## config.mk

```make
export PLATFORM = sky130hd
export DESIGN_NAME = phase_seq_monitor
export DESIGN_NICKNAME = d
export VERILOG_FILES = /design/src/rtl/phase_mon_pkg.sv /design/src/rtl/phase_seq_monitor_sat_counter.sv /design/src/rtl/phase_seq_monitor.sv
export SDC_FILE = /design/constraint.sdc
export NUM_CORES = 1
export LEC_CHECK = 0
export ABC_AREA = 1
export BUFFER_PORTS_ARGS = -buffer_cell sky130_fd_sc_hd__buf_4
export CAP_MARGIN = 20
export CELL_PAD_IN_SITES_DETAIL_PLACEMENT = 0
export CELL_PAD_IN_SITES_GLOBAL_PLACEMENT = 2
export CORE_ASPECT_RATIO = 0.6
export CORE_MARGIN = 4
export CORE_UTILIZATION = 35
export DETAILED_ROUTE_END_ITERATION = 10
export GPL_TIMING_DRIVEN = 0
export PLACE_DENSITY_LB_ADDON = 0.1
export SLEW_MARGIN = 20
export SYNTH_ARGS = -nofsm -noshare
export SYNTH_HDL_FRONTEND = slang
export SYNTH_HIERARCHICAL = 1
export SYNTH_SLANG_ARGS = --single-unit
export TNS_END_PERCENT = 30
```

## constraint.sdc

```tcl
create_clock -name clk -period 3.93 [get_ports clk]
set_input_delay 0.786 -clock clk [delete_from_list [all_inputs] [get_ports clk]]
set_output_delay 0.786 -clock clk [all_outputs]
set_load 0.005 [all_outputs]
```

## src/rtl/phase_mon_pkg.sv

```systemverilog
// Shared types and default sizing for the phase sequence monitor.
// The default modulus matches the team's mod-5 sequencer.
package phase_mon_pkg;

  typedef enum logic [1:0] {
    IDLE   = 2'd0,
    ACQ    = 2'd1,
    LOCKED = 2'd2
  } phase_state_t;

  localparam int PHASE_N  = 5;
  localparam int PHASE_PW = 3;

endpackage : phase_mon_pkg

```

## src/rtl/phase_seq_monitor_sat_counter.sv

```systemverilog
// Saturating up-counter with synchronous clear.
// A clear coinciding with an increment leaves the count at 1, so that event is not lost.
module sat_counter
  import phase_mon_pkg::*;
#(
  parameter int W = 8
) (
  input  logic         clk,
  input  logic         rst,
  input  logic         inc,
  input  logic         clr,
  output logic [W-1:0] count
);

  logic [W-1:0] count_r;
  logic [W-1:0] count_n;

  // next-count selection: clear has priority, increment stops at all-ones
  always_comb begin
    count_n = count_r;
    if (clr) begin
      if (inc) begin
        count_n = W'(1);
      end else begin
        count_n = '0;
      end
    end else if (inc && (count_r != {W{1'b1}})) begin
      count_n = count_r + W'(1);
    end else begin
      count_n = count_r;
    end
  end

  // count register
  always_ff @(posedge clk or posedge rst) begin
    if (rst) begin
      count_r <= '0;
    end else begin
      count_r <= count_n;
    end
  end

  assign count = count_r;

endmodule : sat_counter

```

## src/rtl/phase_seq_monitor.sv

```systemverilog
// Monitors a mod-N phase counter bus: acquires and locks on legal successions,
// flags illegal/skipped phases, counts errors and wraps, and decodes a one-hot strobe.
module phase_seq_monitor
  import phase_mon_pkg::*;
#(
  parameter int N           = PHASE_N,
  parameter int PW          = PHASE_PW,
  parameter int LOCK_CYCLES = 5,
  parameter int ERR_W       = 8,
  parameter int WRAP_W      = 16
) (
  input  logic              clk,
  input  logic              rst,
  input  logic              phase_valid,
  input  logic [PW-1:0]     phase,
  input  logic              clear_err,
  output logic              locked,
  output logic [N-1:0]      phase_onehot,
  output logic              wrap_pulse,
  output logic              err_illegal,
  output logic              err_skip,
  output logic [ERR_W-1:0]  err_count,
  output logic [WRAP_W-1:0] wrap_count
);

  localparam int GW = (LOCK_CYCLES > 1) ? $clog2(LOCK_CYCLES) : 1;
  localparam logic [PW:0]   N_EXT      = (PW + 1)'(N);
  localparam logic [PW-1:0] LAST_PHASE = PW'(N - 1);
  localparam logic [GW-1:0] LAST_GOOD  = GW'(LOCK_CYCLES - 1);

  function automatic logic [N-1:0] onehot_of(input logic [PW-1:0] p);
    logic [N-1:0] oh;
    for (int i = 0; i < N; i++) begin
      oh[i] = (p == PW'(i));
    end
    return oh;
  endfunction

  phase_state_t      state_r, state_n;
  logic [PW-1:0]     prev_r, prev_n;
  logic [GW-1:0]     good_r, good_n;
  logic [N-1:0]      onehot_r, onehot_n;
  logic              locked_r;
  logic              wrap_r, wrap_n;
  logic              ill_r, ill_n;
  logic              skip_r, skip_n;
  logic [WRAP_W-1:0] wrap_count_r;
  logic              legal_s;
  logic              succ_s;

  assign legal_s = ({1'b0, phase} < N_EXT);
  assign succ_s  = (prev_r == LAST_PHASE) ? (phase == {PW{1'b0}})
                                          : (phase == prev_r + PW'(1));

  // acquisition/lock FSM: next state, anchor phase, run length and event pulses
  always_comb begin
    state_n  = state_r;
    prev_n   = prev_r;
    good_n   = good_r;
    onehot_n = onehot_r;
    wrap_n   = 1'b0;
    ill_n    = 1'b0;
    skip_n   = 1'b0;
    if (phase_valid) begin
      if (!legal_s) begin
        ill_n    = 1'b1;
        state_n  = IDLE;
        good_n   = '0;
        onehot_n = '0;
      end else begin
        prev_n   = phase;
        onehot_n = onehot_of(phase);
        case (state_r)
          IDLE: begin
            state_n = ACQ;
            good_n  = '0;
          end
          ACQ: begin
            if (succ_s) begin
              if (good_r == LAST_GOOD) begin
                state_n = LOCKED;
                good_n  = '0;
              end else begin
                good_n = good_r + GW'(1);
              end
            end else begin
              good_n = '0;
            end
          end
          LOCKED: begin
            // the wrap that completes lock happens in ACQ, so only LOCKED wraps count
            if (succ_s) begin
              wrap_n = (prev_r == LAST_PHASE);
            end else begin
              skip_n  = 1'b1;
              state_n = ACQ;
              good_n  = '0;
            end
          end
          default: begin
            state_n = IDLE;
            good_n  = '0;
          end
        endcase
      end
    end else begin
      state_n = state_r;
    end
  end

  // state and output registers
  always_ff @(posedge clk or posedge rst) begin
    if (rst) begin
      state_r      <= IDLE;
      prev_r       <= '0;
      good_r       <= '0;
      onehot_r     <= '0;
      locked_r     <= 1'b0;
      wrap_r       <= 1'b0;
      ill_r        <= 1'b0;
      skip_r       <= 1'b0;
      wrap_count_r <= '0;
    end else begin
      state_r  <= state_n;
      prev_r   <= prev_n;
      good_r   <= good_n;
      onehot_r <= onehot_n;
      locked_r <= (state_n == LOCKED);
      wrap_r   <= wrap_n;
      ill_r    <= ill_n;
      skip_r   <= skip_n;
      if (wrap_n) begin
        wrap_count_r <= wrap_count_r + WRAP_W'(1);
      end else begin
        wrap_count_r <= wrap_count_r;
      end
    end
  end

  sat_counter #(
    .W(ERR_W)
  ) u_err_cnt (
    .clk  (clk),
    .rst  (rst),
    .inc  (ill_n | skip_n),
    .clr  (clear_err),
    .count(err_count)
  );

  assign locked       = locked_r;
  assign phase_onehot = onehot_r;
  assign wrap_pulse   = wrap_r;
  assign err_illegal  = ill_r;
  assign err_skip     = skip_r;
  assign wrap_count   = wrap_count_r;

endmodule : phase_seq_monitor

```

==> results.json, run 1 <==
{
  "dp.cells": 420,
  "synth_edf_count": 0,
  "fmax_mhz": 455,
  "required_ps": 4130,
  "crit_start": "prev_r[0]$_DFFE_PP0P_",
  "fin_tns_setup_ps": 0,
  "core-area_um2": 6330,
  "routedWlPerCell_um": 13.0,
  "viasPerCell": 4.60,
  "antenna_found_initial": 0,
  "whs_ps": 486,
  "ff2ff_path_depth": 11,
  "finClkSkew_ps": 6.44,
  "rsz0062_at_grt": "false",
  "ff2ff_setup_slack_ps": 1730,
  "cts_buffers": 5,
  "fin_util_pct": 45.7,
  "cts_buffer_depth": 2,
  "fillerInstances": 638,
  "die_area_um2": 8160,
  "dpl_cell_area_um2": 2760,
  "postRouteAntennaNets": 0,
  "area_delta_synth_final_pct": 22.8,
  "routabilityCongestion": 0.776,
  "slew_viol_final": 0,
  "io_buffers": 39,
  "final_nets": 356,
  "async_reset_ff_share_pct": 100,
  "insertion_delay_ps": 280,
  "synthesis.nets": 310,
  "avgSynthCellArea_um2": 7.94,
  "io_pins": 40,
  "clkSinkCount": 41,
  "cp_data_arrival_time_ps": 2390,
  "die_w_um": 114,
  "grt_overflow": 0,
  "cts_hold_buffers": 0,
  "ys.flop_type": "dfrtp_1",
  "antenna_cells": 0,
  "fin_crit_sh_pct": 55.9,
  "synth_most_common_cell": "nand2_1",
  "multi_input_area_um2": 1140,
  "crit_fanout": 4,
  "synth-seq-cells": 41,
  "maxCapViolCount": 0,
  "synth_top_area_cell": "dfrtp_1",
  "dr_total_vias": 1970,
  "synth_compound_area_share_pct": 8.17,
  "worst_pin_slew_ps": 719,
  "drive_gt1_share_pct": 23.8,
  "die_h_um": 71.6,
  "grt_pass1_wl_um": 9340,
  "synth_area_um2": 2360,
  "regArea_um2": 1030,
  "synthMuxAreaShare_pct": 0,
  "hpwlAfterDp_um": 4370,
  "grt_usage_pct": 14.3,
  "cts_tree": "done",
  "hold_class": "input pin to async pin",
  "fin_total_pwr_mw": 0.935,
  "setup.worst_path.end": "u_err_cnt/count[6]$_DFFE_PP0P_",
  "cts_setup_buffers": 0,
  "hold_viol_final": 0,
  "fin_ws_ps": 1730,
  "ir_drop_mv": 0.169,
  "dpl_worst_slack_ps": 1520,
  "run_status": "finished, final reports clean",
  "final_cell_area_um2": 2890,
  "r2r-end": "u_err_cnt/count[6]$_DFFE_PP0P_",
  "synth_cell_types": 30,
  "worstSetupPathType": "register to register",
  "synthXorXnorAreaFrac_pct": 4.83,
  "drt_iter0_markers": 107,
  "seq_area_frac_synth_pct": 43.5,
  "leakage_nw": 1.49,
  "setup_viol": 0,
  "synth_top_area_share_pct": 43.5,
  "synth_top_family_by_area": "simple AND/OR/NAND/NOR gates",
  "p_per_area_nw_per_um2": 323,
  "worst_setup_path_start_kind": "register",
  "rows": 22,
  "relSlewSlack_pct": 52.0,
  "period_minus_slack_ps": 2200,
  "dr.pass1.iters": 4,
  "synth_adder_area_share_pct": 3.18,
  "synthCells": 297,
  "ys_warn_count": 6,
  "drcViolationCount": 0,
  "clkTransAtPathRegs_ps": 60,
  "worstSetupEndpointType": "register",
  "timing.rr.start": "prev_r[0]$_DFFE_PP0P_",
  "grt_max_degree": 34,
  "grt_pass1_vias": 1832,
  "ctsResizeCount": 0,
  "root_buffer": "clkbuf_16",
  "postRouteWirelength_um": 5550,
  "fin_cells": 428,
  "htreeDepth": 2,
  "synth-simple-area-share_pct": 32.3,
  "initial_utilization_pct": 37.2,
  "synth_top_cells_by_count": "nand2_1, dfrtp_1, inv_1",
  "synth.top_cells.by_area": "dfrtp_1, nand2_1, inv_1, xor2_1, ha_1"
}
-- how the worst min path moves through the flow --
| stage | from | to | depth (start not counted) |
|---|---|---|---|
| floorplan | phase_onehot[0]$_DFFE_PP0P_ | phase_onehot[0]$_DFFE_PP0P_ | 2 |
| global placement | phase_onehot[3]$_DFFE_PP0P_ | phase_onehot[3]$_DFFE_PP0P_ | 2 |
| detailed placement | phase_onehot[4]$_DFFE_PP0P_ | phase_onehot[4]$_DFFE_PP0P_ | 2 |
| CTS | rst | u_err_cnt/count[3]$_DFFE_PP0P_ | 2 |
| global route | rst | u_err_cnt/count[3]$_DFFE_PP0P_ | 2 |
| finish | rst | u_err_cnt/count[4]$_DFFE_PP0P_ | 2 |
-- final cells by class --
class	instances	area share, %
Multi-Input combinational cell	211	39.5
Sequential cell	41	35.5
Timing Repair Buffer	39	10.1
Inverter	42	5.62
Clock buffer	6	4.45
Tap cell	84	3.63
Buffer	3	0.908
Clock inverter	2	0.346
-- cell usage in the layout (no fill, tap or decap), drive strengths merged --
| cell type | instances |
|---|---|
| nand4 | 7 |
| inv | 40 |
| nor4 | 2 |
| xnor2 | 1 |
| a21oi | 5 |
| nor2 | 25 |
| buf | 41 |
| a21boi | 1 |
| o21ai | 26 |
| nand2 | 98 |
| xor2 | 12 |
| dfrtp | 41 |
| clkbuf | 7 |
| nand3 | 17 |
| ha | 6 |
| clkinv | 4 |
| nor3 | 10 |
| a22oi | 1 |
-- where the power goes --
| part | switching [mW] | total [mW] | internal [mW] | leakage, nW |
|---|---|---|---|---|
| clock network | 0.159 | 0.393 | 0.233 | 0.0706 |
| logic | 0.0610 | 0.0949 | 0.0339 | 0.909 |
| registers | 0.0128 | 0.448 | 0.435 | 0.512 |
-- flip-flops by register name (all words and copies together) (netlist names), 2 cells and up --
register and cells:
phase_onehot 5, good_r 3, prev_r 3, wrap_count 16, u_err_cnt/count 8, state_r 2
-- logic make-up (layout without fill, tap and decap cells) --
kind of cell / count (synthesis) / in the layout
XOR/XNOR: 13 / 13
adder cells (fa/ha/maj): 6 / 6
AO/OA/AOI/OAI: 33 / 33
flip-flops: 41 / 41
AND/OR/NAND/NOR: 159 / 159
buffers and inverters: 45 / 92
-- routing by layer --
metal | vias to the layer above | share of wire [%] | track usage [%]
met3 | 0 | 4.2 | 3.29
met1 | 882 | 62 | 25.3
met4 | 0 | 0 | 1.98
met5 | - | 0 | 0
met2 | 50 | 34 | 16.5
li1 | 1038 | - | -
-- worst max-delay path, stage by stage, from the launching register on --
cell     delay (ps)
dfrtp_1         380
inv_1            90
ha_1            300
o21ai_0         170
nor2_1           80
nand2_2         120
nand3_1         110
a21oi_1         400
inv_1            70
a21oi_1         220
nand3_1         100
o21ai_1          90
Note: power is estimated with default switching activity, not from simulation.
==> inputs of run 2 (changes only) <==
--- a/config.mk
+++ b/config.mk
@@ -12,7 +12,7 @@
 export CELL_PAD_IN_SITES_GLOBAL_PLACEMENT = 2
 export CORE_ASPECT_RATIO = 0.6
 export CORE_MARGIN = 4
-export CORE_UTILIZATION = 35
+export CORE_UTILIZATION = 32
 export DETAILED_ROUTE_END_ITERATION = 10
 export GPL_TIMING_DRIVEN = 0
 export PLACE_DENSITY_LB_ADDON = 0.1
==> constraint.sdc (replaced) <==
create_clock -name clk -period 2.22 [get_ports clk]
set_input_delay 0.444 -clock clk [delete_from_list [all_inputs] [get_ports clk]]
set_output_delay 0.444 -clock clk [all_outputs]
set_load 0.005 [all_outputs]
==> run 2 against run 1 <==
  * Final area up 1.7%
  * Global-route usage up 0.35 points
  * Hold slack worse by 430 ps
  * Core utilization down 3.1 points
  * Wire length up 6.4%
  * Die area up 8.5%
  * Critical path depth up 1
  * Maximum frequency up 10%
  * Sequential share of layout area down 0.60 points
  * Worst setup slack worse by 1500 ps
  * Clock power up 82%
  * Critical path type unchanged
  * Critical endpoint is now u_err_cnt/count[3]$_DFFE_PP0P_
  * Largest cell class unchanged
  * Largest power group unchanged
==> results.json, run 2 (same netlist as run 1, synthesis figures left out) <==
{
  "worst_setup_path_start_kind": "register",
  "final_nets": 358,
  "maxCapViolCount": 0,
  "cts_buffers": 5,
  "cts_buffer_depth": 2,
  "drt_iter0_markers": 129,
  "cts_tree": "done",
  "period_minus_slack_ps": 2000,
  "grt_pass1_wl_um": 10000,
  "routedWlPerCell_um": 13.7,
  "leakage_nw": 1.51,
  "worstSetupEndpointType": "register",
  "ir_drop_mv": 0.295,
  "grt_pass1_vias": 1872,
  "hold_viol_final": 0,
  "dr_total_vias": 1954,
  "crit_fanout": 7,
  "slew_viol_final": 0,
  "core-area_um2": 6910,
  "run_status": "finished, final reports clean",
  "grt_usage_pct": 14.6,
  "postRouteAntennaNets": 0,
  "io_buffers": 39,
  "grt_overflow": 0,
  "grt_max_degree": 29,
  "drive_gt1_share_pct": 24.6,
  "dpl_worst_slack_ps": 75.2,
  "ff2ff_path_depth": 12,
  "die_h_um": 74.5,
  "fmax_mhz": 501,
  "largest_reg_flops": 16,
  "dr.pass1.iters": 5,
  "routabilityCongestion": 0.832,
  "worstSetupPathType": "register to register",
  "root_buffer": "clkbuf_16",
  "hold_class": "input pin to async pin",
  "antenna_cells": 0,
  "relSlewSlack_pct": 61.5,
  "viasPerCell": 4.52,
  "cp_data_arrival_time_ps": 2170,
  "finClkSkew_ps": 4.65,
  "p_per_area_nw_per_um2": 573,
  "fin_crit_sh_pct": 89.9,
  "die_area_um2": 8850,
  "clkTransAtPathRegs_ps": 60,
  "mostFrequentLayoutCells": "nand2_1, dfrtp_1, buf_4, inv_1, nor2_1",
  "clkSinkCount": 41,
  "required_ps": 2390,
  "fin_tns_setup_ps": 0,
  "io_pins": 40,
  "htreeDepth": 2,
  "area_delta_synth_final_pct": 24.9,
  "hpwlAfterDp_um": 4630,
  "fin_ws_ps": 225,
  "drcViolationCount": 0,
  "rsz0062_at_grt": "false",
  "fin_util_pct": 42.6,
  "initial_utilization_pct": 34.1,
  "insertion_delay_ps": 280,
  "postRouteWirelength_um": 5910,
  "worst_pin_slew_ps": 578,
  "die_w_um": 119,
  "cts_hold_buffers": 0,
  "antenna_found_initial": 0,
  "setup_viol": 0,
  "whs_ps": 57.5,
  "rows": 23,
  "final_common_cell": "nand2_1"
}
run 2: changes by cell type in the layout (fill, tap and decap cells not counted):
cell and change:
a21oi_2 +1, a21oi_4 +1, clkbuf_8 +1, a21oi_1 -2
clkinv_2 -2, buf_4 +1, buf_12 +1
run 2: per-layer routing:
layer,wire [µm],global-route usage [%]
met5,0,0
met4,40,3.08
met3,242,3.95
met2,1920,17.3
met1,3700,24.7
run 2: stage by stage:
step | std cells | cell area, µm² | total power, mW
after floorplan | 297 | 2360 | 0.910
final | 432 | 2940 | 1.69
after global routing | 432 | 2940 | 1.78
after global placement | 423 | 2760 | 0.978
after CTS | 431 | 2920 | 1.72
after detailed placement | 424 | 2780 | 0.982
run 2: final cells by class:
| cell class | instances | area [µm²] |
|---|---|---|
| Inverter | 42 | 163 |
| Timing Repair Buffer | 41 | 320 |
| Fill cell | 716 | 3960 |
| Buffer | 3 | 26.3 |
| Multi-Input combinational cell | 211 | 1160 |
| Sequential cell | 41 | 1030 |
| Clock buffer | 7 | 143 |
| Tap cell | 87 | 109 |
run 2: final timing paths:
| check | startpoint | end | slack (ps) |
|---|---|---|---|
| worst max register to register | prev_r[0]$_DFFE_PP0P_ | u_err_cnt/count[3]$_DFFE_PP0P_ | 220 |
| worst min register to register | phase_onehot[2]$_DFFE_PP0P_ | phase_onehot[2]$_DFFE_PP0P_ | 490 |
| worst min-delay path | rst | phase_onehot[2]$_DFFE_PP0P_ | 60 |
| max in group asynchronous | rst | good_r[2]$_DFFE_PP0P_ | 1780 |
| worst max-delay path | prev_r[0]$_DFFE_PP0P_ | u_err_cnt/count[3]$_DFFE_PP0P_ | 220 |
| min in group clk | phase[1] | phase_onehot[1]$_DFFE_PP0P_ | 390 |
run 2: report_power, final:
part / leakage, nW / switching (mW) / internal, mW
registers: 0.512 / 0.0218 / 0.770
clock network: 0.0700 / 0.276 / 0.441
logic: 0.925 / 0.112 / 0.0656
run 2: repair_timing:
action                     CTS  global route
resized for setup            0             3
buffers inserted             0             1
setup endpoints to repair    0             6
run 2: critical path: stages, from the launching register on:
cell      delay [ps]
dfrtp_1          360
inv_1             80
ha_1             310
o21ai_0          160
nor2_1            70
nand2_2          120
nand3_1          120
a21oi_2          240
nand2_2           90
nand2_4          120
clkinv_4         100
nand2_1           60
nand2_1           50
